File: src/rtl/im_fetch_arb.sv
// Two-requester (fetch / debug) arbiter for the combinational instruction-memory read port.
// Optional stall statistics are compiled in with `define IM_ARB_STATS_EN.
module im_fetch_arb #(
  parameter int unsigned          ADDR_W        = 16,
  parameter int unsigned          DATA_W        = 32,
  parameter int unsigned          ROM_ADDR_BITS = 5,
  parameter logic [DATA_W-1:0]    NOP_INSTR     = 32'h00000013
) (
  input  logic              clk_i,
  input  logic              rst_ni,
  input  logic              cpu_req_i,
  input  logic [ADDR_W-1:0] cpu_addr_i,
  output logic              cpu_gnt_o,
  output logic              cpu_rvalid_o,
  output logic [DATA_W-1:0] cpu_rdata_o,
  output logic              cpu_err_o,
  input  logic              dbg_req_i,
  input  logic [ADDR_W-1:0] dbg_addr_i,
  output logic              dbg_gnt_o,
  output logic              dbg_rvalid_o,
  output logic [DATA_W-1:0] dbg_rdata_o,
  output logic              dbg_err_o,
  input  logic              dbg_lock_i,
  output logic [ADDR_W-1:0] im_pc_o,
  input  logic [DATA_W-1:0] im_instr_i
`ifdef IM_ARB_STATS_EN
  ,
  input  logic              stat_clr_i,
  output logic [15:0]       stat_cpu_stall_o,
  output logic [15:0]       stat_dbg_stall_o
`endif
);

  typedef enum logic {UNLOCKED = 1'b0, LOCKED = 1'b1} lock_e;
  typedef enum logic {PRIO_CPU = 1'b0, PRIO_DBG = 1'b1} prio_e;

  lock_e lock_q;
  prio_e prio_q, prio_d;

  logic              cpu_blk, contended;
  logic              cpu_gnt, dbg_gnt;
  logic              oor;
  logic [DATA_W-1:0] rd_word;

  logic              cpu_rvalid_q, dbg_rvalid_q, cpu_err_q, dbg_err_q;
  logic [DATA_W-1:0] cpu_rdata_q, dbg_rdata_q;

  // A raised dbg_lock blocks the cpu in the same cycle, before the FSM registers it.
  assign cpu_blk   = (lock_q == LOCKED) || dbg_lock_i;
  assign contended = cpu_req_i && dbg_req_i && !cpu_blk;

  assign cpu_gnt = rst_ni && cpu_req_i && !cpu_blk && (!dbg_req_i || prio_q == PRIO_CPU);
  assign dbg_gnt = rst_ni && dbg_req_i && !cpu_gnt;

  assign cpu_gnt_o = cpu_gnt;
  assign dbg_gnt_o = dbg_gnt;
  assign im_pc_o   = cpu_gnt ? cpu_addr_i : (dbg_gnt ? dbg_addr_i : '0);

  assign oor     = |im_pc_o[ADDR_W-1:ROM_ADDR_BITS];
  assign rd_word = oor ? NOP_INSTR : im_instr_i;

  always_comb begin
    prio_d = prio_q;
    if (contended) prio_d = (prio_q == PRIO_CPU) ? PRIO_DBG : PRIO_CPU;
  end

  always_ff @(posedge clk_i or negedge rst_ni) begin
    if (!rst_ni) begin
      lock_q <= UNLOCKED;
      prio_q <= PRIO_CPU;
    end else begin
      prio_q <= prio_d;
      case (lock_q)
        UNLOCKED: if (dbg_lock_i)  lock_q <= LOCKED;
        LOCKED:   if (!dbg_lock_i) lock_q <= UNLOCKED;
        default:                   lock_q <= UNLOCKED;
      endcase
    end
  end

  // Response registers: capture at the granting edge, hold data while idle.
  always_ff @(posedge clk_i or negedge rst_ni) begin
    if (!rst_ni) begin
      cpu_rvalid_q <= 1'b0;
      dbg_rvalid_q <= 1'b0;
      cpu_rdata_q  <= '0;
      dbg_rdata_q  <= '0;
      cpu_err_q    <= 1'b0;
      dbg_err_q    <= 1'b0;
    end else begin
      cpu_rvalid_q <= cpu_gnt;
      dbg_rvalid_q <= dbg_gnt;
      if (cpu_gnt) begin
        cpu_rdata_q <= rd_word;
        cpu_err_q   <= oor;
      end
      if (dbg_gnt) begin
        dbg_rdata_q <= rd_word;
        dbg_err_q   <= oor;
      end
    end
  end

  assign cpu_rvalid_o = cpu_rvalid_q;
  assign dbg_rvalid_o = dbg_rvalid_q;
  assign cpu_rdata_o  = cpu_rdata_q;
  assign dbg_rdata_o  = dbg_rdata_q;
  assign cpu_err_o    = cpu_err_q;
  assign dbg_err_o    = dbg_err_q;

`ifdef IM_ARB_STATS_EN
  logic [15:0] cpu_stall_q, dbg_stall_q;

  always_ff @(posedge clk_i or negedge rst_ni) begin
    if (!rst_ni) begin
      cpu_stall_q <= '0;
      dbg_stall_q <= '0;
    end else if (stat_clr_i) begin
      cpu_stall_q <= '0;
      dbg_stall_q <= '0;
    end else begin
      if (cpu_req_i && !cpu_gnt && cpu_stall_q != 16'hFFFF) cpu_stall_q <= cpu_stall_q + 16'd1;
      if (dbg_req_i && !dbg_gnt && dbg_stall_q != 16'hFFFF) dbg_stall_q <= dbg_stall_q + 16'd1;
    end
  end

  assign stat_cpu_stall_o = cpu_stall_q;
  assign stat_dbg_stall_o = dbg_stall_q;
`endif

endmodule

File: config.mk
export PLATFORM = sky130hd
export DESIGN_NAME = im_fetch_arb
export DESIGN_NICKNAME = d
export VERILOG_FILES = /design/src/rtl/im_fetch_arb.sv
export SDC_FILE = /design/constraint.sdc
export NUM_CORES = 1
export LEC_CHECK = 0
export ABC_AREA = 1
export CORE_MARGIN = 2
export CORE_UTILIZATION = 44
export CTS_CLUSTER_SIZE = 20
export DETAILED_ROUTE_END_ITERATION = 8
export GPL_TIMING_DRIVEN = 0
export PLACE_DENSITY = 0.89
export REMOVE_ABC_BUFFERS = 1
export SLEW_MARGIN = 30
export SYNTH_ARGS = -nofsm -noshare
export SYNTH_HDL_FRONTEND = slang
export SYNTH_SLANG_ARGS = --single-unit
File: constraint.sdc
create_clock -name clk_i -period 3.13 [get_ports clk_i]
set_input_delay 0.313 -clock clk_i [delete_from_list [all_inputs] [get_ports clk_i]]
set_output_delay 0.313 -clock clk_i [all_outputs]
set_load 0.02 [all_outputs]
==> metrics.cfg, run 1 <==
[global_routing]
grt_remaining_overflow = 0
grt_pass1_vias = 3033
grt_first_pass_wirelength_mm = 15.0
antenna_found_initial = 0
grt_usage = 0.247
grt_max_degree = 63

[cells_and_area]
area_delta_synth_final_pct = 57.0
layout_common_cells = nand2_1 (163), clkdlybuf4s50_1 (153), dfrtp_1 (70)
regArea_mm2 = 0.00175
final_area_mm2 = 0.00502
final_cells = 609
num_antenna_cells = 0
fill_cells = 557
fin_nets = 574
fin_util = 0.704
multi_input_area_mm2 = 0.00126
final_common_cell = nand2_1
drive_gt1_frac = 0.0686

[yosys]
ys_types = 19
synthesis.area_mm2 = 0.00320
ys_warn_count = 0
ys_seq_area_frac = 0.547
yosysTopAreaCellShare = 0.547
postSynthAreaPerCell_um2 = 8.74
synth_area_leaders = dfrtp_1 (55%), nand2_1 (19%), nand4_1 (12%)
synth_cells = 366
synth-seq-cells = 70
yosys.area.top_type = dfrtp_1

[floorplan]
die-width_um = 89.3
core_mm2 = 0.00714
die_area_mm2 = 0.00797
start_util = 0.448
io-pin-count = 155
die_h_um = 89.3
fp-row-count = 31

[routing]
via_per_inst = 5.27
drt-initial-drc-count = 209
avgRoutedWirePerCell_um = 16.3
drc_errors = 0
ant_nets = 0
totalWireLength_mm = 9.91
first_pass_iters = 4
vias = 3211

[setup_path]
cp_data_arrival_time_ns = 2.68
rr_startpoint = prio_q
crit_fanout = 40
end_kind = primary output
start_kind = input port
crit_start = dbg_req_i
worstSetupPathType = in2out
critical_path_required_ns = 2.82

[sta]
setup_violations = 0
max_freq_mhz = 335
max_slew_margin = 0.464
worst_pin_slew_ns = 0.804
fin_crit_ns = 2.99
finalSetupTns_ns = 0
drv_slew = 0
finalHoldViolations = 0
fin_worst_skew_ns = 0.00969
period_share = 0.955
whs_ns = 0.471
rsz0062_at_grt = false

[min_path]
hp-start = dbg_lock_i
min_path_type = in2reg

[run_status]
status = completed

[placement]
place_hpwl_mm = 6.13
dp_cells = 589
gp_congestion = 0.718
place_area_mm2 = 0.00470
port_buffers = 154

[pwr]
pwr_density_cell_mw_per_mm2 = 564
power.switching_mw = 0.874
clockPowerShare = 0.316
leakagePower_nw = 2.41
p_seq_frac = 0.388
comb_power_share = 0.296
p_sw_frac = 0.308
vdd_ir_drop_max_uv = 392
p_int_mw = 1.96

[clock_tree]
clock_latency_ns = 0.33
cts-root-buf = clkbuf_8
clock_path_buffers = 2
cts_made_buffers = 9
cts.clk_slew.worst_paths_ns = 0.07
cts_tree = yes
clock_sinks = 70
cts_max_level = 3

[run]
drv_cap = 0

## Yosys cell counts
library cell	n
o21ai_0	1
a22o_1	5
nand4_1	59
nor2_8	1
nand2_1	164
buf_6	9
nand3_1	11
dfrtp_1	70
xnor2_1	1
buf_1	3
nor2_2	3
inv_2	1
clkbuf_1	7
buf_2	12
nand2_2	2
nor2_1	3
and2_1	1
inv_1	8
nand3_2	5
## repair_timing
item,4_1_cts,5_1_grt
gates resized for setup,7,1
buffers inserted,0,0
gates cloned,2,0
pin swaps,1,0
hold buffers,2,0
setup endpoints to repair,24,3
endpoints found under the hold margin,40,0
## worst paths after layout
kind	endpoint	slack, ns	cells past startpoint
max in group asynchronous	dbg_rdata_o[2]	2.27	3
setup reg to reg	dbg_rdata_o[0]	0.48	11
hold reg to reg	dbg_rdata_o[4]	0.48	2
setup / recovery	im_pc_o[3]	0.14	7
min in group asynchronous	dbg_err_o	0.62	3
hold / removal	lock_q	0.47	1
## state kept, by name, summed over array words and instances, names as in the netlist
| name | flops |
|---|---|
| dbg_err_o | 1 |
| dbg_rvalid_o | 1 |
| dbg_rdata_o | 32 |
| cpu_rdata_o | 32 |
| cpu_err_o | 1 |
| lock_q | 1 |
| prio_q | 1 |
| cpu_rvalid_o | 1 |
## critical path: stages
cell and delay (ns):
clkdlybuf4s50_1 0.50, nand2_1 0.21, nand3_4 0.31, nand2_8 0.24, inv_8 0.28, a22o_1 0.18, clkdlybuf4s50_1 0.61
## power by group through the flow
| stage | Sequential (mW) | Clock, mW | Combinational, mW |
|---|---|---|---|
| after detailed placement | 1.11 | 0 | 0.823 |
| after global placement | 1.11 | 0 | 0.800 |
| final | 1.10 | 0.895 | 0.839 |
| after floorplan | 1.26 | 0 | 0.219 |
| after CTS | 1.10 | 0.911 | 0.846 |
| after global routing | 1.12 | 0.952 | 0.899 |
## cells by family after synthesis
kind of cell,after synthesis,synth area share
and+or+nand+nor,249,0.362
xor gates and xnor gates,1,0.00274
buffers and inverters,40,0.0727
DFF,70,0.547
AOI/OAI and AO/OA,6,0.0152
## metrics by stage
| stage | worst slack (ns) | power, mW |
|---|---|---|
| 3_3_place_gp | -4.77 | 1.91 |
| 4_1_cts | 0.0643 | 2.86 |
| 2_1_floorplan | -0.182 | 1.48 |
| 6_report | 0.141 | 2.83 |
| 3_5_place_dp | -0.921 | 1.94 |
| 5_1_grt | 0.0192 | 2.97 |
## cell type report
class                           instances  share of cell area
Clock buffer                           11              0.0281
Timing Repair Buffer                  157               0.317
Multi-Input combinational cell        258               0.251
Tap cell                               99              0.0247
Inverter                                9             0.00921
Clock inverter                          5              0.0212
Sequential cell                        70               0.349
## layer usage
| metal | GRT usage | share of wire | vias up |
|---|---|---|---|
| li1 | - | - | 1505 |
| met2 | 0.416 | 0.49 | 140 |
| met5 | 0 | 0 | - |
| met4 | 0.0597 | 0.0082 | 0 |
| met1 | 0.302 | 0.40 | 1560 |
| met3 | 0.0923 | 0.11 | 6 |
No activity file was read; power rests on OpenSTA's default activity.
==> inputs of run 2 (changes only) <==
Settings changed: PLACE_DENSITY 0.89 to 0.86.
==> run 2 against run 1 <==
- first-iteration DRC count fell by 1.9%
- sequential share of layout area increased by 0.25 points
- register-to-register slack better by 0.02 ns
- clock power decreased by 32%
- count of clock-buffer cells in the layout stayed put
- power shrank 9.8%
- global-route usage increased by 0.82 points
- critical path type unchanged
- critical endpoint is now im_pc_o[0]
- highest routed layer unchanged
==> metrics.cfg, run 2 (synthesis results as in run 1) <==
[cells_and_area]
final_cells = 611  ; was 609
layout_common_cells = nand2_1 (163), clkdlybuf4s50_1 (153), dfrtp_1 (70)  ; unchanged
drive_gt1_frac = 0.0723  ; was 0.0686
area_delta_synth_final_pct = 55.9  ; was 57.0%
fin_util = 0.699  ; was 0.704
final_common_cell = nand2_1  ; unchanged
fin_nets = 577  ; was 574
num_antenna_cells = 0  ; unchanged

[setup_path]
crit_top_cell = clkdlybuf4s50_1  ; unchanged
critical_path_required_ns = 2.82  ; about the same
max_stage_delay_ns = 0.56  ; was 0.61 ns
worstSetupPathType = in2out  ; unchanged
start_kind = input port  ; unchanged
crit_fanout = 40  ; unchanged
end_kind = primary output  ; unchanged
worst-path-buf-inv = 3  ; unchanged
critPathSlowestCell = clkdlybuf4s50_1  ; unchanged
cp_data_arrival_time_ns = 2.65  ; was 2.68 ns
path_cells = clkdlybuf4s50_1, nor2_2, nand3_4, nand2_8, inv_6, a22o_1, clkdlybuf4s50_1  ; was clkdlybuf4s50_1, nand2_1, nand3_4, nand2_8, inv_8, a22o_1, clkdlybuf4s50_1
crit_family = buffers and inverters  ; unchanged

[min_path]
min_path_type = in2async  ; was in2reg

[global_routing]
antenna_found_initial = 0  ; unchanged
grt_first_pass_wirelength_mm = 15.5  ; was 15.0 mm
grt_pass1_vias = 3161  ; was 3033
grt_remaining_overflow = 0  ; unchanged
grt_max_degree = 63  ; unchanged
grt_usage = 0.255  ; was 0.247

[clock_tree]
clock_sinks = 70  ; unchanged
cts_made_buffers = 9  ; unchanged
post_cts_buffers = 0  ; unchanged
cts.clk_slew.worst_paths_ns = 0.08  ; was 0.07 ns
clock_path_buffers = 2  ; unchanged
cts_tree = yes  ; unchanged
cts_max_level = 3  ; unchanged
cts-root-buf = clkbuf_8  ; unchanged
clock_latency_ns = 0.33  ; about the same

[floorplan]
io-pin-count = 155  ; unchanged
die_area_mm2 = 0.00797  ; unchanged
core_mm2 = 0.00714  ; unchanged
die_h_um = 89.3  ; unchanged
die-width_um = 89.3  ; unchanged
fp-row-count = 31  ; unchanged
start_util = 0.448  ; unchanged

[pwr]
vdd_ir_drop_max_uv = 313  ; was 392 µV
finalPower_mw = 2.56  ; was 2.83 mW
p_sw_frac = 0.337  ; was 0.308
power.switching_mw = 0.863  ; was 0.874 mW
p_seq_frac = 0.431  ; was 0.388
clockPowerShare = 0.239  ; was 0.316
p_int_mw = 1.69  ; was 1.96 mW
comb_power_share = 0.330  ; was 0.296
leakagePower_nw = 2.38  ; was 2.41 nW
pwr_density_cell_mw_per_mm2 = 513  ; was 564 mW/mm²

[sta]
max_freq_mhz = 338  ; was 335 MHz
fin_ws_ns = 0.170  ; was 0.141 ns
worst_pin_slew_ns = 0.783  ; was 0.804 ns
finalSetupTns_ns = 0  ; unchanged
drv_slew = 0  ; unchanged
finalHoldViolations = 0  ; unchanged
fin_crit_ns = 2.96  ; was 2.99 ns
max_slew_margin = 0.478  ; was 0.464
rsz0062_at_grt = false  ; unchanged
period_share = 0.946  ; was 0.955
setup_violations = 0  ; unchanged
fin_worst_skew_ns = 0.0103  ; was 0.00969 ns

[routing]
avgRoutedWirePerCell_um = 16.8  ; was 16.3 µm
drc_errors = 0  ; unchanged
vias = 3260  ; was 3211
drt-initial-drc-count = 205  ; was 209
via_per_inst = 5.34  ; was 5.27
ant_nets = 0  ; unchanged
totalWireLength_mm = 10.3  ; was 9.91 mm
first_pass_iters = 4  ; unchanged

[placement]
gp_congestion = 0.738  ; was 0.718
port_buffers = 154  ; unchanged
post-place-ws_ns = -1.16  ; was -0.921 ns
dp_cells = 589  ; unchanged
place_hpwl_mm = 6.38  ; was 6.13 mm

[run]
drv_cap = 0  ; unchanged

[run_status]
status = completed  ; unchanged

run 2: changes by cell type in the layout (fill, tap and decap cells not counted), moves of 2 or more:
cell	previous run	this run
clkinvlp_4	1	3
bufinv_16	3	0
clkinv_2	0	2
buf_12	2	4
run 2: worst reg2reg max path: cells and delay by family (launching register included):
kind / cells / cell delay [ns]
AND/OR/NAND/NOR: 8 / 1.90
flip-flops: 1 / 0.38
AO/OA/AOI/OAI: 1 / 0.15
buffers and inverters: 1 / 0.09
run 2: layer usage:
metal | GRT usage | up-vias | wire [µm]
met4 | 0.0923 | 0 | 120
li1 | - | 1518 | -
met5 | 0 | - | 0
met2 | 0.423 | 161 | 5250
met1 | 0.328 | 1570 | 4020
met3 | 0.0600 | 11 | 889
run 2: worst paths after layout:
kind,startpoint,to,slack (ns),cells after the start
setup reg to reg,lock_q,dbg_rdata_o[0],0.50,10
hold / removal,rst_ni,dbg_rdata_o[20],0.01,3
setup / recovery,dbg_lock_i,im_pc_o[0],0.17,7
max in group asynchronous,rst_ni,cpu_rdata_o[7],2.32,4
hold reg to reg,prio_q,prio_q,0.48,1
min in group clk_i,prio_q,prio_q,0.48,1
run 2: area by class of cell:
cell class | count | area (µm²)
Clock buffer | 11 | 131
Clock inverter | 4 | 25.0
Fill cell | 568 | 2150
Inverter | 9 | 50.0
Multi-Input combinational cell | 259 | 1270
Sequential cell | 70 | 1750
Tap cell | 99 | 124
Timing Repair Buffer | 159 | 1630
run 2: per-stage QoR:
stage               hold slack, ns  instance area [µm²]
floorplan                   0.0174                 3000
global placement             0.461                 4670
detailed placement           0.303                 4700
CTS                        0.00801                 4990
global route                0.0199                 4990
finish                      0.0103                 4990
run 2: power by group through the flow:
stage	clock network, mW	logic, mW	registers (mW)
2_1_floorplan	0	0.219	1.26
3_3_place_gp	0	0.799	1.11
3_5_place_dp	0	0.823	1.11
4_1_cts	0.620	0.852	1.10
5_1_grt	0.660	0.907	1.12
6_report	0.610	0.845	1.10
run 2: repair_timing:
item / 4_1_cts / 5_1_grt
endpoints found under the setup margin: 83 / 0
hold endpoints to repair: 35 / 0
hold buffers: 4 / 0
gates resized for setup: 9 / 0
==> inputs of run 3 (changes only) <==
Settings changed: CORE_ASPECT_RATIO set to 1.5.
==> run 3 against run 2 <==
- clock skew fell by 0.0054 ns
- utilization shrank 0.48 points
- wire length increased by 0.56%
- critical path type unchanged
- worst setup slack worse by 0.072 ns
- die area rose by 0.18%
- flip-flop and latch count did not move
- sequential power hardly changed
- non-clock buffer count is 2 lower
- hold slack gained 0.46 ns
- design area down 0.75%
- critical path depth unchanged
- largest power group unchanged
- clock power rose by 21%
==> metrics.cfg, run 3 (synthesis results as in run 1) <==
[setup_path]
critical_path_required_ns = 2.82  ; about the same
crit_family = buffers and inverters  ; unchanged
cp_data_arrival_time_ns = 2.72  ; was 2.65 ns
start_kind = input port  ; unchanged
max_stage_delay_ns = 0.62  ; was 0.56 ns
end_kind = primary output  ; unchanged
path_cells = clkdlybuf4s50_1, nor2_2, nand3_4, inv_6, nand2_1, nand2_1, clkdlybuf4s50_1  ; was clkdlybuf4s50_1, nor2_2, nand3_4, nand2_8, inv_6, a22o_1, clkdlybuf4s50_1
crit_fanout = 49  ; was 40
r2r-end = dbg_rdata_o[0]  ; unchanged
crit_start = dbg_lock_i  ; unchanged
reg2regPathDepth = 11  ; was 10
rrSetupSlack_ns = 0.48  ; was 0.50 ns
rr_startpoint = prio_q  ; was lock_q
worstSetupPathType = in2out  ; unchanged
critPathSlowestCell = clkdlybuf4s50_1  ; unchanged
worst-path-buf-inv = 3  ; unchanged

[global_routing]
grt_first_pass_wirelength_mm = 16.0  ; was 15.5 mm
antenna_found_initial = 0  ; unchanged
grt_usage = 0.264  ; was 0.255
grt_max_degree = 63  ; unchanged
grt_remaining_overflow = 0  ; unchanged
grt_pass1_vias = 3227  ; was 3161

[cells_and_area]
fin_nets = 574  ; was 577
regArea_mm2 = 0.00175  ; unchanged
fin_util = 0.694  ; was 0.699
multi_input_area_mm2 = 0.00126  ; was 0.00127 mm²
fill_cells = 575  ; was 568
final_cells = 590  ; was 611
num_antenna_cells = 0  ; unchanged
drive_gt1_frac = 0.0706  ; was 0.0723
area_delta_synth_final_pct = 54.7  ; was 55.9%
final_common_cell = nand2_1  ; unchanged
layout_common_cells = nand2_1 (163), clkdlybuf4s50_1 (153), dfrtp_1 (70)  ; unchanged

[clock_tree]
clock_path_buffers = 2  ; unchanged
clock_latency_ns = 0.35  ; was 0.33 ns
cts_tree = yes  ; unchanged
cts_made_buffers = 9  ; unchanged
clock_sinks = 70  ; unchanged
cts-root-buf = clkbuf_8  ; unchanged
cts.clk_slew.worst_paths_ns = 0.07  ; was 0.08 ns
cts_max_level = 3  ; unchanged

[sta]
fin_worst_skew_ns = 0.00492  ; was 0.0103 ns
setup_violations = 0  ; unchanged
finalHoldViolations = 0  ; unchanged
max_freq_mhz = 330  ; was 338 MHz
fin_ws_ns = 0.0976  ; was 0.170 ns
worst_pin_slew_ns = 0.803  ; was 0.783 ns
rsz0062_at_grt = false  ; unchanged
finalSetupTns_ns = 0  ; unchanged
period_share = 0.969  ; was 0.946
drv_slew = 0  ; unchanged
max_slew_margin = 0.465  ; was 0.478
fin_crit_ns = 3.03  ; was 2.96 ns

[min_path]
min_path_type = in2reg  ; was in2async
min_to = lock_q
hp-start = dbg_lock_i
worst_hold_path.num_cells = 1

[run]
drv_cap = 0  ; unchanged

[routing]
drc_errors = 0  ; unchanged
via_per_inst = 5.50  ; was 5.34
ant_nets = 0  ; unchanged
vias = 3245  ; was 3260
first_pass_iters = 6  ; was 4
avgRoutedWirePerCell_um = 17.5  ; was 16.8 µm
totalWireLength_mm = 10.3  ; about the same
drt-initial-drc-count = 226  ; was 205

[pwr]
vdd_ir_drop_max_uv = 374  ; was 313 µV
pwr_density_cell_mw_per_mm2 = 542  ; was 513 mW/mm²
finalPower_mw = 2.68  ; was 2.56 mW
leakagePower_nw = 2.38  ; about the same

[placement]
place_hpwl_mm = 6.59  ; was 6.38 mm
gp_congestion = 0.781  ; was 0.738
post-place-ws_ns = -0.830  ; was -1.16 ns
dp_cells = 570  ; was 589
port_buffers = 154  ; unchanged

[run_status]
status = completed  ; unchanged

[floorplan]
die_area_mm2 = 0.00799  ; was 0.00797 mm²
die-width_um = 73.6  ; was 89.3 µm
die_h_um = 108  ; was 89.3 µm
fp-row-count = 38  ; was 31
start_util = 0.449  ; was 0.448
core_mm2 = 0.00713  ; was 0.00714 mm²
io-pin-count = 155  ; unchanged

[run 3: cell types whose count changed in the layout (fill, tap and decap cells not counted)]
| cell | change |
|---|---|
| inv_8 | -1 |
| clkbuf_1 | -1 |
| inv_6 | +1 |
| nand2_4 | -1 |
| bufinv_16 | +1 |
| clkinv_2 | +1 |
| clkinvlp_4 | -2 |
| clkbuf_8 | +2 |
| buf_12 | -2 |
| buf_6 | -1 |
| buf_4 | +1 |
[run 3: how the worst max path moves through the flow]
stage                     slack, ns  cells after the start             end
after floorplan               -0.18                     10  dbg_rdata_o[0]
after global placement        -4.73                      8      im_pc_o[2]
after detailed placement      -0.83                      8      im_pc_o[0]
after CTS                     0.008                      7      im_pc_o[0]
after global routing          0.006                      7      im_pc_o[0]
final                           0.1                      7     im_pc_o[11]
[run 3: repair_timing]
item,4_1_cts,5_1_grt
cloned,2,0
hold endpoints to repair,33,0
hold buffers,2,0
setup buffers,0,0
resized for setup,5,2
pin swaps,1,0
endpoints found under the setup margin,82,5
[run 3: power breakdown]
group | switching, mW | internal, mW
clock | 0.329 | 0.408
sequential | 0.0734 | 1.03
combinational | 0.465 | 0.378
total | 0.867 | 1.82
[run 3: stage by stage]
stage               hold WS, ns  cell area [µm²]
detailed placement        0.303             4670
global placement          0.462             4640
finish                    0.473             4950
CTS                       0.455             4940
floorplan                0.0174             3000
global route              0.457             4950
[run 3: layout make-up]
type | instances | area share
clock buffers | 12 | 0.0313
clock inverters | 4 | 0.00910
inverters | 9 | 0.00960
multi-input cells | 258 | 0.255
flip-flops and latches | 70 | 0.354
well taps | 80 | 0.0202
repair buffers | 157 | 0.321
[run 3: worst register-to-register path: cells and delay by family (launching register included)]
kind	cells	cell delay, ns
flops	1	0.37
buf+inv	1	0.22
simple gates	10	1.96
[run 3: routing by layer]
metal  up-vias  global-route usage  wire length [µm]
met1      1567               0.302              3820
li1       1505                   -                 -
met5         -                   0                 0
met4         0               0.158               443
met3        32              0.0419               621
met2       141               0.452              5460
